===== src/rtl/sc_regserial_tx_if.sv =====
// Parallel-load / serial-out bus of the register serial transmitter.
// The requester drives data and the active-low load strobe. The transmitter drives the line, busy and done.
interface sc_regserial_tx_if #(
  parameter int DATAWIDTH = 8
);
  logic [DATAWIDTH-1:0] SC_REGSERIALTX_data_InBUS;
  logic                 SC_REGSERIALTX_load_InLow;
  logic                 SC_REGSERIALTX_serial_Out;
  logic                 SC_REGSERIALTX_busy_Out;
  logic                 SC_REGSERIALTX_done_OutLow;

  modport master (
    output SC_REGSERIALTX_data_InBUS,
    output SC_REGSERIALTX_load_InLow,
    input  SC_REGSERIALTX_serial_Out,
    input  SC_REGSERIALTX_busy_Out,
    input  SC_REGSERIALTX_done_OutLow
  );

  modport slave (
    input  SC_REGSERIALTX_data_InBUS,
    input  SC_REGSERIALTX_load_InLow,
    output SC_REGSERIALTX_serial_Out,
    output SC_REGSERIALTX_busy_Out,
    output SC_REGSERIALTX_done_OutLow
  );
endinterface


===== src/rtl/sc_regserial_tx.sv =====
// Frames a parallel word as start(0), DATAWIDTH bits MSB first, stop(1) on a registered serial line.
// A falling edge of the active-low load strobe starts a frame. Each bit lasts BITPERIOD clocks.
module sc_regserial_tx #(
  parameter int DATAWIDTH = 8,
  parameter int BITPERIOD = 4
) (
  input  logic               SC_REGSERIALTX_CLOCK_50,
  input  logic               SC_REGSERIALTX_RESET_InLow,
  sc_regserial_tx_if.slave   bus
);
  localparam int BP_W = (BITPERIOD > 1) ? $clog2(BITPERIOD) : 1;
  localparam int BC_W = (DATAWIDTH > 1) ? $clog2(DATAWIDTH) : 1;
  localparam logic [BP_W-1:0] BP_LAST = BP_W'(BITPERIOD - 1);
  localparam logic [BC_W-1:0] BC_LAST = BC_W'(DATAWIDTH - 1);

  typedef enum logic [1:0] {IDLE, START, SHIFT, STOP} state_t;

  state_t               state_reg;
  logic [DATAWIDTH-1:0] shift_reg;
  logic [BP_W-1:0]      bp_cnt_reg;
  logic [BC_W-1:0]      bit_cnt_reg;
  logic                 load_prev_reg;
  logic                 serial_reg;
  logic                 busy_reg;
  logic                 done_reg;

  logic                 request;
  logic                 bp_last;
  logic [DATAWIDTH-1:0] shift_next;

  // load_prev resets to 0, so a strobe held low across reset release is not an edge
  assign request    = load_prev_reg & ~bus.SC_REGSERIALTX_load_InLow;
  assign bp_last    = (bp_cnt_reg == BP_LAST);
  assign shift_next = shift_reg << 1;

  always_ff @(posedge SC_REGSERIALTX_CLOCK_50 or negedge SC_REGSERIALTX_RESET_InLow) begin
    if (!SC_REGSERIALTX_RESET_InLow) begin
      state_reg     <= IDLE;
      shift_reg     <= '0;
      bp_cnt_reg    <= '0;
      bit_cnt_reg   <= '0;
      load_prev_reg <= 1'b0;
      serial_reg    <= 1'b1;
      busy_reg      <= 1'b0;
      done_reg      <= 1'b1;
    end else begin
      load_prev_reg <= bus.SC_REGSERIALTX_load_InLow;
      done_reg      <= 1'b1;
      case (state_reg)
        IDLE: begin
          if (request) begin
            shift_reg  <= bus.SC_REGSERIALTX_data_InBUS;
            state_reg  <= START;
            busy_reg   <= 1'b1;
            serial_reg <= 1'b0;
            bp_cnt_reg <= '0;
          end
        end
        START: begin
          if (bp_last) begin
            bp_cnt_reg  <= '0;
            bit_cnt_reg <= '0;
            serial_reg  <= shift_reg[DATAWIDTH-1];
            state_reg   <= SHIFT;
          end else begin
            bp_cnt_reg <= bp_cnt_reg + 1'b1;
          end
        end
        SHIFT: begin
          if (bp_last) begin
            bp_cnt_reg <= '0;
            if (bit_cnt_reg == BC_LAST) begin
              serial_reg <= 1'b1;
              state_reg  <= STOP;
            end else begin
              shift_reg   <= shift_next;
              serial_reg  <= shift_next[DATAWIDTH-1];
              bit_cnt_reg <= bit_cnt_reg + 1'b1;
            end
          end else begin
            bp_cnt_reg <= bp_cnt_reg + 1'b1;
          end
        end
        STOP: begin
          if (bp_last) begin
            bp_cnt_reg <= '0;
            state_reg  <= IDLE;
            busy_reg   <= 1'b0;
            done_reg   <= 1'b0;
          end else begin
            bp_cnt_reg <= bp_cnt_reg + 1'b1;
          end
        end
        default: state_reg <= IDLE;
      endcase
    end
  end

  assign bus.SC_REGSERIALTX_serial_Out  = serial_reg;
  assign bus.SC_REGSERIALTX_busy_Out    = busy_reg;
  assign bus.SC_REGSERIALTX_done_OutLow = done_reg;
endmodule


===== src/flat_wrapper.sv =====
// flat-port wrapper written by rule: the top's interface ports become plain ports
module sc_regserial_tx_flat 
#(
  parameter int DATAWIDTH = 8,
  parameter int BITPERIOD = 4
)
  (SC_REGSERIALTX_CLOCK_50, SC_REGSERIALTX_RESET_InLow, bus_SC_REGSERIALTX_data_InBUS, bus_SC_REGSERIALTX_load_InLow, bus_SC_REGSERIALTX_serial_Out, bus_SC_REGSERIALTX_busy_Out, bus_SC_REGSERIALTX_done_OutLow);
  sc_regserial_tx_if #(.DATAWIDTH(DATAWIDTH)) bus_i ();
  input  logic SC_REGSERIALTX_CLOCK_50;
  input  logic SC_REGSERIALTX_RESET_InLow;
  input wire logic [$bits(bus_i.SC_REGSERIALTX_data_InBUS)-1:0] bus_SC_REGSERIALTX_data_InBUS;
  input wire logic [$bits(bus_i.SC_REGSERIALTX_load_InLow)-1:0] bus_SC_REGSERIALTX_load_InLow;
  output wire logic [$bits(bus_i.SC_REGSERIALTX_serial_Out)-1:0] bus_SC_REGSERIALTX_serial_Out;
  output wire logic [$bits(bus_i.SC_REGSERIALTX_busy_Out)-1:0] bus_SC_REGSERIALTX_busy_Out;
  output wire logic [$bits(bus_i.SC_REGSERIALTX_done_OutLow)-1:0] bus_SC_REGSERIALTX_done_OutLow;
  assign bus_i.SC_REGSERIALTX_data_InBUS = bus_SC_REGSERIALTX_data_InBUS;
  assign bus_i.SC_REGSERIALTX_load_InLow = bus_SC_REGSERIALTX_load_InLow;
  assign bus_SC_REGSERIALTX_serial_Out = bus_i.SC_REGSERIALTX_serial_Out;
  assign bus_SC_REGSERIALTX_busy_Out = bus_i.SC_REGSERIALTX_busy_Out;
  assign bus_SC_REGSERIALTX_done_OutLow = bus_i.SC_REGSERIALTX_done_OutLow;
  sc_regserial_tx #(.DATAWIDTH(DATAWIDTH), .BITPERIOD(BITPERIOD)) u_core (.SC_REGSERIALTX_CLOCK_50(SC_REGSERIALTX_CLOCK_50), .SC_REGSERIALTX_RESET_InLow(SC_REGSERIALTX_RESET_InLow), .bus(bus_i));
endmodule

===== config.mk =====
export PLATFORM = sky130hd
export DESIGN_NAME = sc_regserial_tx_flat
export DESIGN_NICKNAME = d
export VERILOG_FILES = /design/src/rtl/sc_regserial_tx_if.sv /design/src/rtl/sc_regserial_tx.sv /design/src/flat_wrapper.sv
export SDC_FILE = /design/constraint.sdc
export NUM_CORES = 1
export LEC_CHECK = 0
export ABC_AREA = 1
export BUFFER_PORTS_ARGS = -buffer_cell sky130_fd_sc_hd__buf_2
export CAP_MARGIN = 20
export CORE_UTILIZATION = 45
export DETAILED_ROUTE_END_ITERATION = 6
export HOLD_SLACK_MARGIN = 0.08
export PLACE_DENSITY = 0.7
export SLEW_MARGIN = 20
export SYNTH_ARGS = -nofsm -noshare
export SYNTH_HDL_FRONTEND = slang
export SYNTH_SLANG_ARGS = --single-unit

===== constraint.sdc =====
create_clock -name SC_REGSERIALTX_CLOCK_50 -period 2 [get_ports SC_REGSERIALTX_CLOCK_50]
set_input_delay 0.4 -clock SC_REGSERIALTX_CLOCK_50 [delete_from_list [all_inputs] [get_ports SC_REGSERIALTX_CLOCK_50]]
set_output_delay 0.4 -clock SC_REGSERIALTX_CLOCK_50 [all_outputs]
set_load 0.02 [all_outputs]

==> results.ini, run 1 <==
[yosys]
synth_top_area_cell=sky130_fd_sc_hd__dfrtp_1
synthDistinctLibCells=20
ys.flop_type=sky130_fd_sc_hd__dfrtp_1
synth_top_cells_by_area=sky130_fd_sc_hd__dfrtp_1 36%, sky130_fd_sc_hd__nand2_1 23%, sky130_fd_sc_hd__ha_1 11%
synth_seq_cells=19
yosys-mux-area-fraction_pct=0
synth-simple-area-share_pct=37.9
area_share_of_the_largest_cell_type_after_synthesis_pct=36.5
number_of_synthesized_flops_with_an_enable_pin=0
syn-num-nets=175
synth_fa_ha_area_share_pct=10.7
seq_area_frac_synth_pct=41.0
synthesis.area_mm2=0.00117
synth_compound_area_share_pct=2.25
count_of_yosys_warnings_during_synthesis=0
synth_top_family_by_area=simple AND/OR/NAND/NOR gates
area_share_of_xor_xnor_cells_in_the_synthesized_design_pct=0
synthesis.instances=154
synth_async_sr_flop_share_pct=100
synth_area_per_cell_um2=7.57

[route]
vias=955
route.detailed.drc=0
wl_per_cell_um=11.0
ant_nets=0
avgViaCountPerCell=4.78
drt_pass1_iterations=4
drtIter0Drc=27
routed_wirelength_mm=2.20

[timing]
timing.final.max_slew_violations=0
timing.fmax_ghz=0.582
slew-limit-headroom_pct=71.8
timing_hold_violations_final=0
finalSetupViolCount=0
setup_clock_skew_after_layout_ns=0.00321
post-route-period-util_pct=85.9
totalNegativeSetupSlack_ns=0
final.min_clock_period_ns=1.72
timing_worst_slew_pin_value_ns=0.423
rsz0062_at_grt=no

[floorplanning]
die_h_um=52.9
die_x_um=52.9
core_area_mm2=0.00245
die-area_mm2=0.00280
fp-row-count=18
initial_core_util_pct=47.5
io_pins=14

[clocking]
cts.sink_count=19
cts_tree=yes
cts-buffers-inserted=3
cts-htree-levels=1
worst_skew_pair.late_latency_ns=0.30
clk_transition_reported_paths_ns=0.11
cts_max_path_buffers=2
root_buffer=sky130_fd_sc_hd__clkbuf_4
postCtsSetupRepairBufs=0

[setup_path]
crit_path_end_kind=register
worst-endpoint-required_ns=2.24
worst-endpoint-arrival_ns=1.96
crit_path_start_kind=register
timing_worst_setup_path_type=reg2reg
worst-r2r-setup-slack_ns=0.28
worstPathMaxFanout=12

[finish]
commonest_non_fill_non_tap_cell_in_the_layout=sky130_fd_sc_hd__nand2_1
final_area_mm2=0.00129
design.final.nets=192
final_antenna_diode_count=0
layout.cells.most_common_list=70 x sky130_fd_sc_hd__nand2_1, 17 x sky130_fd_sc_hd__inv_1, 17 x sky130_fd_sc_hd__dfrtp_1
fillers=225
area_growth_syn_to_layout_pct=10.5
largest_register_ff_count=8
post_route_cells_drive_above_1_share_pct=17.1

[global_route]
first_global_vias=892
gr-total-overflow=0
antenna_found_initial=0
gr-usage-all-layers_pct=18.7
grt_first_pass_wirelength_mm=3.79
maximum_number_of_pins_on_one_net_before_global_route_repair=20

[placement]
numPortBuffers=13
postPlaceCellArea_mm2=0.00125
dpl.hpwl_mm=1.64
routability_congestion_estimate_from_global_placement=0.840

[run]
drv_cap=0

[power_and_ir_drop]
total_leakage_power_nw=0.764
power.density_mw_per_mm2=1490
vdd.ir_drop.worst_mv=0.829

[worst_hold_path]
hp-class=in2reg

[run_status]
status=finished, final reports clean

worst max-delay path, stage by stage (launching register included):
cell and delay (ns):
sky130_fd_sc_hd__dfrtp_1 0.43, sky130_fd_sc_hd__inv_1 0.14, sky130_fd_sc_hd__ha_1 0.43, sky130_fd_sc_hd__inv_1 0.11
sky130_fd_sc_hd__buf_4 0.19, sky130_fd_sc_hd__o21ai_2 0.13, sky130_fd_sc_hd__nor2_2 0.07, sky130_fd_sc_hd__inv_2 0.06
sky130_fd_sc_hd__nand2_1 0.04, sky130_fd_sc_hd__nand2_1 0.06
per-stage QoR:
stage	power (mW)	hold WS, ns	cells	setup WS (ns)	utilization, %
final	1.92	0.212	200	0.283	52.5
after floorplan	1.50	0.104	154	0.565	-
after CTS	1.91	0.213	200	0.263	52.5
after global placement	1.68	0.358	195	0.410	51.0
after detailed placement	1.72	0.361	195	0.305	51.0
after global routing	2.12	0.200	200	0.111	52.5
timing repair:
action,CTS,global route
hold buffers,1,0
hold endpoints to repair,17,0
gates resized for setup,0,0
per-layer routing:
metal | wire, um | vias up | track usage [%]
li1 | - | 512 | -
met4 | 31 | 0 | 6.58
met5 | 0 | - | 0
met1 | 1110 | 423 | 26.9
met2 | 988 | 16 | 28.3
met3 | 75 | 4 | 2.87
power by group:
part | total, mW | internal [mW] | leakage, nW | switching [mW]
logic | 1.08 | 0.373 | 0.513 | 0.711
registers | 0.632 | 0.538 | 0.235 | 0.0945
clock network | 0.199 | 0.0777 | 0.0150 | 0.121
path summary, 6_finish.rpt:
path | cells after the start | to | start
min reg2reg | 2 | u_core.bus.SC_REGSERIALTX_serial_Out | u_core.bus.SC_REGSERIALTX_serial_Out
max reg2reg | 9 | u_core.bit_cnt_reg[1] | u_core.state_reg[0]
max | 9 | u_core.bit_cnt_reg[1] | u_core.state_reg[0]
max in group asynchronous | 2 | u_core.bus.SC_REGSERIALTX_done_OutLow | SC_REGSERIALTX_RESET_InLow
min in group asynchronous | 2 | u_core.bp_cnt_reg[1] | SC_REGSERIALTX_RESET_InLow
min | 1 | u_core.load_prev_reg | bus_SC_REGSERIALTX_load_InLow
logic make-up (layout without fill, tap and decap cells):
group | Yosys count | after routing
DFF | 19 | 19
buffers and inverters | 22 | 38
AOI/OAI and AO/OA | 4 | 4
adders and majority gates | 10 | 10
and+or+nand+nor | 99 | 99
cell type report:
class	instances	area (um2)	share of cell area, %
Multi-Input combinational cell	113	593	46.0
Sequential cell	19	478	37.1
Timing Repair Buffer	15	82.6	6.41
Inverter	19	71.3	5.53
Clock buffer	4	26.3	2.04
Tap cell	30	37.5	2.91
synthesized netlist by cell type, types with 2 or more instances:
library cell and count:
sky130_fd_sc_hd__o21ai_0 2, sky130_fd_sc_hd__nand4_1 11, sky130_fd_sc_hd__inv_1 17, sky130_fd_sc_hd__inv_2 2, sky130_fd_sc_hd__ha_1 10, sky130_fd_sc_hd__dfrtp_1 17
sky130_fd_sc_hd__nand3_1 7, sky130_fd_sc_hd__nand2_1 70, sky130_fd_sc_hd__nand2_2 3, sky130_fd_sc_hd__dfstp_2 2, sky130_fd_sc_hd__nor2_1 4
Power figures use the tool's default switching activity.
==> run 2, diff against run 1 <==
- CORE_UTILIZATION: 45 -> 40
- CTS_BUF_LIST: unset -> sky130_fd_sc_hd__clkbuf_4 sky130_fd_sc_hd__clkbuf_8
- PLACE_DENSITY: 0.7 -> 0.64
- SKIP_CTS_REPAIR_TIMING: unset -> 1
==> run 2 against run 1 <==
Effect of this change:
- combinational power about the same
- first-iteration DRC count up 67%
- sequential power up 0.8%
- highest routed layer unchanged
- sequential share of layout area down 0.14 points
- register-to-register slack better by 0.06 ns
- design area up 0.39%
- clock-buffer cell count unchanged
- total power up 0.27%
- setup slack better by 0.057 ns
- worst hold slack worse by 0.0033 ns
- critical path type unchanged
- die area up 12%
==> results.ini, run 2 (synthesized netlist as in run 1, its figures left out) <==
[clocking]
worst_skew_pair.late_latency_ns=0.30  ; about the same
cts-htree-levels=1  ; unchanged
cts-buffers-inserted=3  ; unchanged
root_buffer=sky130_fd_sc_hd__clkbuf_4
cts.sink_count=19  ; unchanged
clk_transition_reported_paths_ns=0.11  ; about the same
cts_tree=yes
cts_max_path_buffers=2  ; unchanged

[placement]
numPortBuffers=13  ; unchanged
routability_congestion_estimate_from_global_placement=0.785  ; -6.5%
placement.setup.worst_slack_ns=0.352  ; +0.0465 ns
postPlaceCellArea_mm2=0.00125  ; about the same
dpl.hpwl_mm=1.70  ; +3.5%
dp.cells=196  ; +0.51%

[power_and_ir_drop]
power.density_mw_per_mm2=1480  ; -0.12%
total_power_mw=1.92  ; +0.27%
seqPwrFrac_pct=33.1  ; about the same
clock_power_share_pct=10.9  ; +0.5 points
comb_power_share_pct=55.9  ; -0.7 points
p_sw_share_pct=47.9  ; -0.48 points
switching_power_uw=920  ; -0.71%
vdd.ir_drop.worst_mv=0.672  ; -19%
total_leakage_power_nw=0.767  ; +0.45%
internal-power_mw=1.00  ; +1.2%

[floorplanning]
core_area_mm2=0.00276  ; +12%
fp-row-count=19  ; +1
die_x_um=56.0  ; +5.8%
die-area_mm2=0.00314  ; +12%
die_h_um=56.0  ; +5.8%
io_pins=14  ; unchanged
initial_core_util_pct=42.3  ; -5.2 points

[finish]
largest_register_ff_count=8  ; unchanged
area_growth_syn_to_layout_pct=10.9
final_core_utilization_pct=46.9  ; -5.6 points
final_area_mm2=0.00129  ; +0.39%
final_cells=201  ; +0.50%
post_route_cells_drive_above_1_share_pct=17.6  ; +0.59 points
commonest_non_fill_non_tap_cell_in_the_layout=sky130_fd_sc_hd__nand2_1
final_antenna_diode_count=0  ; unchanged
design.final.nets=192  ; unchanged
layout.cells.most_common_list=70 x sky130_fd_sc_hd__nand2_1, 17 x sky130_fd_sc_hd__inv_1, 17 x sky130_fd_sc_hd__dfrtp_1

[timing]
slew-limit-headroom_pct=71.6  ; -0.15 points
rsz0062_at_grt=no
setup_clock_skew_after_layout_ns=0.00745  ; +0.00424 ns
totalNegativeSetupSlack_ns=0  ; unchanged
timing.fmax_ghz=0.602  ; +3.4%
whs_ns=0.208  ; -0.00331 ns
timing.final.max_slew_violations=0  ; unchanged
fin_worst_setup_slack_ns=0.339  ; +0.0568 ns
post-route-period-util_pct=83.0  ; -2.8 points
timing_worst_slew_pin_value_ns=0.426  ; +0.00233 ns
final.min_clock_period_ns=1.66  ; -0.0568 ns
timing_hold_violations_final=0  ; unchanged
finalSetupViolCount=0  ; unchanged

[setup_path]
worst-endpoint-required_ns=2.24  ; about the same
worst-endpoint-arrival_ns=1.90  ; -0.06 ns
reg2reg_from=u_core.state_reg[0]
worstPathMaxFanout=12  ; unchanged
r2r-end=u_core.bit_cnt_reg[1]
worst-r2r-setup-slack_ns=0.34  ; +0.06 ns
crit_path_start_kind=register
timing_worst_setup_path_type=reg2reg
crit_path_end_kind=register
reg2reg_depth=9  ; unchanged

[global_route]
antenna_found_initial=0  ; unchanged
global_route.usage.met3_pct=2.56  ; -0.32 points
gr-total-overflow=0  ; unchanged
met1_usage_pct=22.2  ; -4.6 points
gr-usage-all-layers_pct=16.2  ; -2.5 points
first_global_vias=956  ; +7.2%
grt_util_met2_pct=26.0  ; -2.2 points
grt.busiest_layer=met2
grt_first_pass_wirelength_mm=4.06  ; +7.3%
maximum_number_of_pins_on_one_net_before_global_route_repair=20  ; unchanged

[worst_hold_path]
hold_depth=1  ; unchanged
capture_endpoint_of_the_worst_hold_path=u_core.load_prev_reg
hp-class=in2reg
hold_start=bus_SC_REGSERIALTX_load_InLow

[route]
route.detailed.drc=0  ; unchanged
routed_wirelength_mm=2.28  ; +3.6%
drtIter0Drc=45  ; +67%
avgViaCountPerCell=5.06  ; +6.1%
wl_per_cell_um=11.4  ; +3.1%
ant_nets=0  ; unchanged
vias=1018  ; +6.6%
drt_pass1_iterations=4  ; unchanged

[run]
drv_cap=0  ; unchanged

[run_status]
status=finished, final reports clean

run 2: power by group through the flow:
stage / registers, mW / logic, mW / clock network (mW)
floorplan: 0.635 / 0.864 / 0
global placement: 0.640 / 1.05 / 0
detailed placement: 0.642 / 1.07 / 0
CTS: 0.636 / 1.08 / 0.218
global route: 0.654 / 1.24 / 0.236
finish: 0.637 / 1.07 / 0.210
run 2: how the worst max path moves through the flow:
stage,cells after the start,slack [ns],from,endpoint
finish,9,0.34,u_core.state_reg[0],u_core.bit_cnt_reg[1]
global route,9,0.07,u_core.state_reg[0],u_core.bit_cnt_reg[2]
CTS,9,0.33,u_core.state_reg[0],u_core.bit_cnt_reg[0]
detailed placement,8,0.35,u_core.state_reg[0],u_core.bit_cnt_reg[2]
global placement,9,0.40,u_core.state_reg[0],u_core.bit_cnt_reg[0]
floorplan,8,0.57,u_core.bit_cnt_reg[0],u_core.shift_reg[0]
run 2: routing by layer:
layer	wire length, um	share of wire, %	vias to the layer above
li1	-	-	518
met1	1140	50	464
met2	1020	45	29
met3	86	3.8	7
met4	39	1.7	0
met5	0	0	-
run 2: layout make-up:
type                    count  area (um2)
multi-input cells         113         593
clock buffers               4        30.0
inverters                  19        71.3
well taps                  31        38.8
repair buffers             15        82.6
flip-flops and latches     19         478
fillers                   287        1460
run 2: worst max-delay path, cell delays in order (launching register included):
cell and delay [ns]:
sky130_fd_sc_hd__dfrtp_1 0.42, sky130_fd_sc_hd__inv_1 0.13, sky130_fd_sc_hd__ha_1 0.41, sky130_fd_sc_hd__inv_1 0.10
sky130_fd_sc_hd__buf_4 0.19, sky130_fd_sc_hd__o21ai_2 0.12, sky130_fd_sc_hd__nor2_2 0.07, sky130_fd_sc_hd__inv_2 0.06
sky130_fd_sc_hd__nand2_1 0.04, sky130_fd_sc_hd__nand2_1 0.05
==> run 3, diff against run 2 <==
- clock period: 2 -> 1.65 ns (I/O delays scaled with it)
==> run 3 against run 2 <==
Effect of this change:
- core utilization is 1.1 points higher
- global-route usage fell by 0.90 points
- setup slack lost 0.21 ns
- total power is 24% higher
- final cell count increased by 2.0%
- register-to-register slack worse by 0.21 ns
- critical path depth shrank 1
- via count shrank 3.8%
- largest cell class unchanged
==> results.ini, run 3 (synthesized netlist as in run 1, its figures left out) <==
[setup_path]
worst-endpoint-arrival_ns=1.73  ; -0.17 ns
worstPathMaxFanout=8  ; -4
crit_path_start_kind=register
crit_slowest_cell=sky130_fd_sc_hd__dfrtp_1
worst-endpoint-required_ns=1.86  ; -0.38 ns
crit_path_end_kind=register
timing_worst_setup_path_type=reg2reg
max_stage_delay_ns=0.42  ; about the same
timing.critical_path.cells=ha_1, ha_1, nand2_2, inv_2, nor2_4, nand3_4, nand2_1, nand2_1

[finish]
layout.cells.most_common_list=70 x sky130_fd_sc_hd__nand2_1, 17 x sky130_fd_sc_hd__dfrtp_1, 16 x sky130_fd_sc_hd__inv_1
area_growth_syn_to_layout_pct=13.6
final_core_utilization_pct=48.0  ; +1.1 points
post_route_cells_drive_above_1_share_pct=20.1  ; +2.5 points
design.final.nets=196  ; +2.1%
final_antenna_diode_count=0  ; unchanged
final_area_mm2=0.00133  ; +2.4%
commonest_non_fill_non_tap_cell_in_the_layout=sky130_fd_sc_hd__nand2_1
largest_register_ff_count=8  ; unchanged
fillers=266  ; -7.3%
final_cells=205  ; +2.0%

[run]
drv_cap=0  ; unchanged

[timing]
setup_clock_skew_after_layout_ns=0.00194  ; -0.00551 ns
whs_ns=0.131  ; -0.0770 ns
slew-limit-headroom_pct=71.7  ; +0.10 points
finalSetupViolCount=0  ; unchanged
final.min_clock_period_ns=1.52  ; -0.138 ns
timing_hold_violations_final=0  ; unchanged
rsz0062_at_grt=no
timing_worst_slew_pin_value_ns=0.424  ; -0.00155 ns
fin_worst_setup_slack_ns=0.127  ; -0.212 ns
post-route-period-util_pct=92.3  ; +9.3 points
totalNegativeSetupSlack_ns=0  ; unchanged
timing.final.max_slew_violations=0  ; unchanged
timing.fmax_ghz=0.657  ; +9.0%

[clocking]
cts_tree=yes
worst_skew_pair.late_latency_ns=0.31  ; about the same
cts-htree-levels=1  ; unchanged
root_buffer=sky130_fd_sc_hd__clkbuf_4
cts.sink_count=19  ; unchanged
cts-buffers-inserted=3  ; unchanged
clk_transition_reported_paths_ns=0.12  ; about the same
cts_max_path_buffers=2  ; unchanged

[worst_hold_path]
hp-class=in2reg

[global_route]
grt_first_pass_wirelength_mm=3.78  ; -7.0%
maximum_number_of_pins_on_one_net_before_global_route_repair=20  ; unchanged
antenna_found_initial=0  ; unchanged
gr-total-overflow=0  ; unchanged
gr-usage-all-layers_pct=15.3  ; -0.90 points
first_global_vias=905  ; -5.3%

[route]
drt_pass1_iterations=4  ; unchanged
routed_wirelength_mm=2.22  ; -2.9%
avgViaCountPerCell=4.78  ; -5.7%
ant_nets=0  ; unchanged
route.detailed.drc=0  ; unchanged
wl_per_cell_um=10.8  ; -4.8%
drtIter0Drc=24  ; -47%
vias=979  ; -3.8%

[placement]
dpl.hpwl_mm=1.70  ; -0.26%
placement.setup.worst_slack_ns=0.0862  ; -0.265 ns
numPortBuffers=13  ; unchanged
routability_congestion_estimate_from_global_placement=0.779  ; -0.79%
postPlaceCellArea_mm2=0.00127  ; +1.2%
dp.cells=198  ; +1.0%

[power_and_ir_drop]
total_power_mw=2.38  ; +24%
vdd.ir_drop.worst_mv=0.844  ; +26%
total_leakage_power_nw=0.785  ; +2.4%
power.density_mw_per_mm2=1800  ; +21%

[run_status]
status=finished, final reports clean

[floorplanning]
core_area_mm2=0.00276  ; unchanged
die_h_um=56.0  ; unchanged
die-area_mm2=0.00314  ; unchanged
initial_core_util_pct=42.3  ; unchanged
io_pins=14  ; unchanged
fp-row-count=19  ; unchanged
die_x_um=56.0  ; unchanged

-- run 3: changes by cell type in the layout (fill, tap and decap cells not counted), sizes merged --
cell	delta
nor2	+1
buf	+3
clkinv	+1
clkbuf	-1
-- run 3: final timing paths --
| kind | from | endpoint | slack (ns) | cells past startpoint |
|---|---|---|---|---|
| max | u_core.bit_cnt_reg[0] | u_core.shift_reg[0] | 0.13 | 8 |
| min | bus_SC_REGSERIALTX_load_InLow | u_core.load_prev_reg | 0.13 | 1 |
| max reg2reg | u_core.bit_cnt_reg[0] | u_core.shift_reg[0] | 0.13 | 8 |
| min reg2reg | u_core.bus.SC_REGSERIALTX_serial_Out | u_core.bus.SC_REGSERIALTX_serial_Out | 0.48 | 2 |
| max in group asynchronous | SC_REGSERIALTX_RESET_InLow | u_core.bus.SC_REGSERIALTX_serial_Out | 0.85 | 2 |
| min in group asynchronous | SC_REGSERIALTX_RESET_InLow | u_core.bit_cnt_reg[0] | 0.47 | 2 |
-- run 3: area by class of cell --
| type | count | area [um2] | area share, % |
|---|---|---|---|
| Multi-Input combinational cell | 114 | 604 | 45.6 |
| Tap cell | 31 | 38.8 | 2.93 |
| Timing Repair Buffer | 18 | 105 | 7.93 |
| Clock inverter | 1 | 5.00 | 0.378 |
| Inverter | 19 | 71.3 | 5.38 |
| Clock buffer | 3 | 22.5 | 1.70 |
| Sequential cell | 19 | 478 | 36.1 |
-- run 3: where the power goes --
group	total (mW)	switching [mW]	leakage (nW)	internal, mW
Sequential	0.766	0.114	0.235	0.652
Combinational	1.36	0.859	0.532	0.505
Clock	0.250	0.160	0.0177	0.0906
Total	2.38	1.13	0.785	1.25
-- run 3: worst max-delay path, delay by kind of cell, from the launching register on --
| family | cells | cell delay (ns) |
|---|---|---|
| fa+ha+maj | 2 | 0.43 |
| simple gates | 5 | 0.52 |
| buf+inv | 1 | 0.06 |
| flops | 1 | 0.42 |
-- run 3: routing by layer --
| layer | vias up | track usage (%) | part of all wire [%] |
|---|---|---|---|
| li1 | 522 | - | - |
| met1 | 428 | 22.0 | 50 |
| met2 | 25 | 23.1 | 43 |
| met3 | 4 | 2.79 | 4.5 |
| met4 | 0 | 5.23 | 1.4 |
| met5 | - | 0 | 0 |
